[src/rtl/draw_ball_shooter_if.sv]
// VGA pixel stream shared by the render pipeline stages.
interface vga_if;
   logic [10:0] hcount;
   logic [10:0] vcount;
   logic        hsync;
   logic        vsync;
   logic        hblnk;
   logic        vblnk;
   logic [11:0] rgb;

   modport in  (input  hcount, vcount, hsync, vsync, hblnk, vblnk, rgb);
   modport out (output hcount, vcount, hsync, vsync, hblnk, vblnk, rgb);
endinterface

[src/rtl/draw_ball_shooter.sv]
// Ball overlay on the shooter-POV stream plus the per-frame ball-flight FSM.
// Output stream is the input delayed by one cycle, with ball pixels replaced.
module draw_ball_shooter #(
   parameter int unsigned SPOT_X   = 512,
   parameter int unsigned SPOT_Y   = 730,
   parameter int unsigned STEP     = 4,
   parameter int unsigned RADIUS   = 8,
   parameter logic [11:0] BALL_RGB = 12'hFFF
) (
   input  logic        clk,
   input  logic        rst,
   vga_if.in           in,
   vga_if.out          out,
   input  logic        shot,
   input  logic [10:0] target_x,
   input  logic [10:0] target_y,
   input  logic        ball_reset,
   output logic        landed,
   output logic        flight_done
);
   typedef enum logic [1:0] {IDLE, FLIGHT, LANDED} state_t;

   localparam logic [10:0] SPOT_X_W = 11'(SPOT_X);
   localparam logic [10:0] SPOT_Y_W = 11'(SPOT_Y);
   localparam logic [11:0] STEP_W   = 12'(STEP);
   localparam logic [23:0] RADIUS_2 = 24'(RADIUS * RADIUS);

   state_t             state, state_nxt;
   logic               vblnk_d, tick, arrive;
   logic [10:0]        pos_x, pos_y, tgt_x, tgt_y;
   logic [10:0]        pos_x_nxt, pos_y_nxt, clamp_x, clamp_y;
   logic signed [11:0] dx, dy;
   logic signed [23:0] dx_w, dy_w;
   logic [23:0]        dist2;
   logic               hit;
   logic [11:0]        rgb_nxt;

   // One step towards the target on a single axis; never overshoots.
   function automatic logic [10:0] step_axis(input logic [10:0] pos, input logic [10:0] tgt);
      logic signed [11:0] d;
      logic [11:0]        mag;
      d   = $signed({1'b0, tgt}) - $signed({1'b0, pos});
      mag = d[11] ? $unsigned(-d) : $unsigned(d);
      if (mag <= STEP_W) return tgt;
      else if (d[11])    return pos - 11'(STEP);
      else               return pos + 11'(STEP);
   endfunction

   assign tick      = in.vblnk & ~vblnk_d;
   assign pos_x_nxt = step_axis(pos_x, tgt_x);
   assign pos_y_nxt = step_axis(pos_y, tgt_y);
   assign arrive    = (pos_x_nxt == tgt_x) && (pos_y_nxt == tgt_y);
   assign clamp_x   = target_x[10] ? 11'd1023 : target_x;
   assign clamp_y   = (target_y > 11'd767) ? 11'd767 : target_y;

   // NOTE: sequential state uses non-blocking assignments so every register samples pre-edge values.
   always_ff @(posedge clk) begin
      if (rst) state <= IDLE;
      else     state <= state_nxt;
   end

   // NOTE: defaults at the top of every always_comb keep all paths assigned, so no latches.
   always_comb begin
      state_nxt = state;
      if (ball_reset) state_nxt = IDLE;
      else begin
         case (state)
            IDLE:    if (shot)           state_nxt = FLIGHT;
            FLIGHT:  if (tick && arrive) state_nxt = LANDED;
            default: ;
         endcase
      end
   end

   always_comb begin
      landed = (state == LANDED);
   end

   always_ff @(posedge clk) begin
      if (rst) begin
         vblnk_d     <= 1'b0;
         flight_done <= 1'b0;
         pos_x       <= SPOT_X_W;
         pos_y       <= SPOT_Y_W;
         tgt_x       <= SPOT_X_W;
         tgt_y       <= SPOT_Y_W;
      end else begin
         vblnk_d     <= in.vblnk;
         flight_done <= (state == FLIGHT) && (state_nxt == LANDED);
         if (ball_reset) begin
            pos_x <= SPOT_X_W;
            pos_y <= SPOT_Y_W;
         end else if (state == IDLE && shot) begin
            tgt_x <= clamp_x;
            tgt_y <= clamp_y;
         end else if (state == FLIGHT && tick) begin
            pos_x <= pos_x_nxt;
            pos_y <= pos_y_nxt;
         end
      end
   end

   // Signed offsets keep partly off-screen balls clipped instead of wrapping.
   assign dx    = $signed({1'b0, in.hcount}) - $signed({1'b0, pos_x});
   assign dy    = $signed({1'b0, in.vcount}) - $signed({1'b0, pos_y});
   assign dx_w  = {{12{dx[11]}}, dx};
   assign dy_w  = {{12{dy[11]}}, dy};
   assign dist2 = $unsigned(dx_w * dx_w) + $unsigned(dy_w * dy_w);
   assign hit   = (dist2 <= RADIUS_2);

   always_comb begin
      rgb_nxt = in.rgb;
      if (hit && !in.hblnk && !in.vblnk) rgb_nxt = BALL_RGB;
   end

   always_ff @(posedge clk) begin
      if (rst) begin
         out.hcount <= '0;
         out.vcount <= '0;
         out.hsync  <= 1'b0;
         out.vsync  <= 1'b0;
         out.hblnk  <= 1'b0;
         out.vblnk  <= 1'b0;
         out.rgb    <= '0;
      end else begin
         out.hcount <= in.hcount;
         out.vcount <= in.vcount;
         out.hsync  <= in.hsync;
         out.vsync  <= in.vsync;
         out.hblnk  <= in.hblnk;
         out.vblnk  <= in.vblnk;
         out.rgb    <= rgb_nxt;
      end
   end
endmodule

[src/flat_wrapper.sv]
// flat-port wrapper written by rule: the top's interface ports become plain ports
module draw_ball_shooter_flat 
#(
   parameter int unsigned SPOT_X   = 512,
   parameter int unsigned SPOT_Y   = 730,
   parameter int unsigned STEP     = 4,
   parameter int unsigned RADIUS   = 8,
   parameter logic [11:0] BALL_RGB = 12'hFFF
)
  (clk, rst, shot, target_x, target_y, ball_reset, landed, flight_done, in_hcount, in_vcount, in_hsync, in_vsync, in_hblnk, in_vblnk, in_rgb, out_hcount, out_vcount, out_hsync, out_vsync, out_hblnk, out_vblnk, out_rgb);
  vga_if in_i ();
  vga_if out_i ();
  input  logic clk;
  input  logic rst;
  input  logic shot;
  input  logic [10:0] target_x;
  input  logic [10:0] target_y;
  input  logic ball_reset;
  output logic landed;
  output logic flight_done;
  input wire logic [$bits(in_i.hcount)-1:0] in_hcount;
  input wire logic [$bits(in_i.vcount)-1:0] in_vcount;
  input wire logic [$bits(in_i.hsync)-1:0] in_hsync;
  input wire logic [$bits(in_i.vsync)-1:0] in_vsync;
  input wire logic [$bits(in_i.hblnk)-1:0] in_hblnk;
  input wire logic [$bits(in_i.vblnk)-1:0] in_vblnk;
  input wire logic [$bits(in_i.rgb)-1:0] in_rgb;
  output wire logic [$bits(out_i.hcount)-1:0] out_hcount;
  output wire logic [$bits(out_i.vcount)-1:0] out_vcount;
  output wire logic [$bits(out_i.hsync)-1:0] out_hsync;
  output wire logic [$bits(out_i.vsync)-1:0] out_vsync;
  output wire logic [$bits(out_i.hblnk)-1:0] out_hblnk;
  output wire logic [$bits(out_i.vblnk)-1:0] out_vblnk;
  output wire logic [$bits(out_i.rgb)-1:0] out_rgb;
  assign in_i.hcount = in_hcount;
  assign in_i.vcount = in_vcount;
  assign in_i.hsync = in_hsync;
  assign in_i.vsync = in_vsync;
  assign in_i.hblnk = in_hblnk;
  assign in_i.vblnk = in_vblnk;
  assign in_i.rgb = in_rgb;
  assign out_hcount = out_i.hcount;
  assign out_vcount = out_i.vcount;
  assign out_hsync = out_i.hsync;
  assign out_vsync = out_i.vsync;
  assign out_hblnk = out_i.hblnk;
  assign out_vblnk = out_i.vblnk;
  assign out_rgb = out_i.rgb;
  draw_ball_shooter #(.SPOT_X(SPOT_X), .SPOT_Y(SPOT_Y), .STEP(STEP), .RADIUS(RADIUS), .BALL_RGB(BALL_RGB)) u_core (.clk(clk), .rst(rst), .in(in_i), .out(out_i), .shot(shot), .target_x(target_x), .target_y(target_y), .ball_reset(ball_reset), .landed(landed), .flight_done(flight_done));
endmodule
[config.mk]
export PLATFORM = sky130hd
export DESIGN_NAME = draw_ball_shooter_flat
export DESIGN_NICKNAME = d
export VERILOG_FILES = /design/src/rtl/draw_ball_shooter_if.sv /design/src/rtl/draw_ball_shooter.sv /design/src/flat_wrapper.sv
export SDC_FILE = /design/constraint.sdc
export NUM_CORES = 1
export LEC_CHECK = 0
export CAP_MARGIN = 0
export CORE_MARGIN = 8
export CORE_UTILIZATION = 30
export CTS_CLUSTER_SIZE = 16
export DETAILED_ROUTE_END_ITERATION = 8
export SLEW_MARGIN = 40
export SYNTH_ARGS = -nofsm -noshare
export SYNTH_HDL_FRONTEND = slang
export SYNTH_SLANG_ARGS = --single-unit
[constraint.sdc]
create_clock -name clk -period 13.6 [get_ports clk]
set_input_delay 2.72 -clock clk [delete_from_list [all_inputs] [get_ports clk]]
set_output_delay 2.72 -clock clk [all_outputs]
set_load 0.05 [all_outputs]
==> summary.md <==
| Metric | Value |
|---|---|
| Synth warn | 0 |
| Max-Cap Viols | 0 |
| Synth top area share | 0.351 |
| Critical path capture point type | register |
| TritonCTS clock tree | built |
| Post-route ant nets | 0 |
| Prevailing post-synth register cell | dfxtp_1 |
| Critical path type | in -> reg |
| Cell taking the most area after synthesis | fa_1 |
| Layout Area Growth over Synthesis | 12.9% |
| Vias per cell | 4.74 |
| Fin worst setup slack | 958 ps |
| Fin Setup TNS | 0 ps |
| # IOs | 104 |
| Clock Sinks | 84 |
| Inst Count DP | 2,641 |
| Die X | 249 µm |
| Max frequency | 0.0791 GHz |
| Mapped Nets | 2,377 |
| Antenna Cells | 0 |
| Reg-to-reg setup timing slack | 3210 ps |
| Final Slew Violations | 0 |
| Placed cell area | 18,100 µm² |
| Adder-Cell Fraction of Synth Area | 0.463 |
| Clk_lat worst skew | 360 ps |
| Worst rel slew slack | 0.445 |
| Mapped Area | 16,300 µm² |
| Final Wtd Congestion | 0.882 |
| Die Y | 249 µm |
| Multi-input logic area | 12,800 µm² |
| EDFF count, synth | 0 |
| Die area | 62,100 µm² |
| Post-Synth XOR/XNOR Area | 0.0446 |
| NumNets Final | 2,452 |
| Worst EP required | 13,880 ps |
| Hold Crit Class | reg -> reg |
| Main combinational cell family by area after synthesis | adder cells |
| Global-route wire length before repair | 70.2 mm |
| Largest net degree at the start of global routing | 64 |
| Reg2reg start | u_core.pos_x[1]$_SDFFE_PP0P_ |
| CTS Buf Count | 9 |
| Critical path peak fanout | 20 |
| Sequential share of the synthesized area | 0.103 |
| Design area | 18,400 µm² |
| Synth Area in Simple Gates | 0.147 |
| #FFs+latches synth | 84 |
| Synth Area in Compound Gates | 0.112 |
| Setup violators final | 0 |
| Total core area | 53,800 µm² |
| Multiplexer share of the synthesized area | 0.0174 |
| Vias in the first global route | 13,200 |
| Worst Setup SP | in_hcount[0] |
| Final Skew | 11.4 ps |
| Async SR Flop Fraction | 0 |
| Startpoint of the worst hold path | u_core.pos_y[10]$_SDFFE_PP0P_ |
| H-tree depth | 3 |
| FP Rows | 85 |
| Post-synthesis cell type count | 73 |
| Drt wl/cell | 15.8 µm |
| FILL cells | 5,495 |
| Period utilization | 0.930 |
| Initial Util | 0.303 |
| Placement Setup Slack | 637 ps |
| CTS Root Cell | clkbuf_16 |
| PostCTS Resize Cnt | 0 |
| Bufs on Longest Clock Path | 2 |
| Initial antenna violation count | 0 |
| Final min period | 12,640 ps |
| Cells after Synth | 1,881 |
| Clock slew at reported path FFs | 70 ps |
| Total number of vias | 12,600 |
| Slowest stage delay, CP | 640 ps |
| Final Hold Fails | 0 |
| Outcome | finished clean |
| Hpwl dp | 36.1 mm |
| CP max stage cell | fa_1 |
| Worst Max-Slew Pin Slew | 831 ps |
| First-pass detailed-route iteration total | 5 |
| Total gr overflow | 0 |
| Fraction of layout cells with a size suffix above 1 | 0.0362 |
| Post-Route WL | 42.1 mm |
| Port-buffer cells | 103 |
| Mapped Avg Cell Area | 8.67 µm² |
| Sequential cell area | 1680 µm² |
| Post-route DRC | 0 |
| Finished Layout Cells | 2,657 |
| CP arrival | 12,920 ps |
| 1st-iter DRT viols | 747 |
| Total GRT Usage | 0.138 |
| Largest cells by area after synthesis | fa_1 (35%), ha_1 (11%), dfxtp_1 (10%) |
| RSZ-0062 raised after global routing | no |
| Post-CTS Setup Repair Bufs | 0 |
| CTS Hold Bufs | 0 |
| CP Launch Type | input port |
==> state kept, by name, indices dropped and copies added, names as in the netlist <==
| register | flops |
|---|---|
| u_core.out.vcount | 11 |
| u_core.vblnk_d | 1 |
| u_core.pos_y | 11 |
| u_core.out.hsync | 1 |
| u_core.out.hblnk | 1 |
| u_core.tgt_y | 11 |
| u_core.out.rgb | 12 |
| u_core.out.hcount | 11 |
| u_core.pos_x | 11 |
| u_core.state | 2 |
| u_core.flight_done | 1 |
| u_core.tgt_x | 10 |
| u_core.out.vsync | 1 |
==> through the flow <==
stage	hold WS (ps)	utilization
after floorplan	444	-
after global placement	463	0.336
after detailed placement	475	0.336
after CTS	490	0.342
after global routing	523	0.342
final	495	0.342
==> final cells by class <==
class                      count  share of cell area
multi-input combinational   1314               0.696
tap                          696              0.0473
clock buffer                  10              0.0130
clock inverter                 6             0.00374
inverter                     431              0.0879
timing repair buffer         116              0.0610
sequential                    84              0.0914
==> synth_stat cells (15+ instances only) <==
library cell / n
ha_1: 146
nand2b_1: 32
o21a_1: 18
a21o_1: 22
nor3_1: 51
fa_1: 286
or2_2: 22
nor2b_1: 42
clkbuf_1: 45
mux2i_1: 25
dfxtp_1: 84
xor2_1: 23
nand2_1: 106
nor2_1: 151
o21ai_0: 68
a31oi_1: 15
xnor2_1: 60
inv_1: 420
nand3_1: 27
a21oi_1: 59
==> cell usage in the layout (no fill, tap or decap), types with 22 or more instances in the layout <==
cell type / instances
nor2b_1: 42
nor2_1: 151
nor3_1: 50
ha_1: 146
dfxtp_1: 84
xor2_1: 23
clkdlybuf4s50_1: 102
a21o_1: 22
xnor2_1: 60
inv_1: 420
or2_2: 22
a21oi_1: 59
nand3_1: 27
mux2i_1: 25
nand2_1: 106
nand2b_1: 32
o21ai_0: 68
fa_1: 286
==> layer usage <==
| layer | share of wire | vias to the layer above | global-route usage |
|---|---|---|---|
| met5 | 0 | - | 0 |
| li1 | - | 6081 | - |
| met1 | 0.48 | 6209 | 0.193 |
| met2 | 0.47 | 251 | 0.225 |
| met4 | 0.020 | 0 | 0.0360 |
| met3 | 0.035 | 44 | 0.0162 |
==> worst paths after layout <==
| check | to | depth (start not counted) |
|---|---|---|
| setup reg to reg | u_core.out.rgb[11]$_SDFF_PP0_ | 35 |
| hold / removal | u_core.pos_y[10]$_SDFFE_PP0P_ | 2 |
| hold reg to reg | u_core.pos_y[10]$_SDFFE_PP0P_ | 2 |
| setup / recovery | u_core.out.rgb[11]$_SDFF_PP0_ | 36 |
==> worst max-delay path, delay by kind of cell <==
family	cells	cell delay, ps
AO/OA/AOI/OAI	14	3170
AND/OR/NAND/NOR	5	1180
buffers and inverters	8	1470
adder cells (fa/ha/maj)	9	4360
==> cell families after synthesis <==
kind of cell / count (synthesis)
multiplexers: 28
adder cells (fa/ha/maj): 432
buffers and inverters: 483
flip-flops: 84
XOR/XNOR: 83
AO/OA/AOI/OAI: 278
AND/OR/NAND/NOR: 493
Power is not shown: default switching activity piles up to over one toggle a cycle in this logic, so the estimate is an artifact.
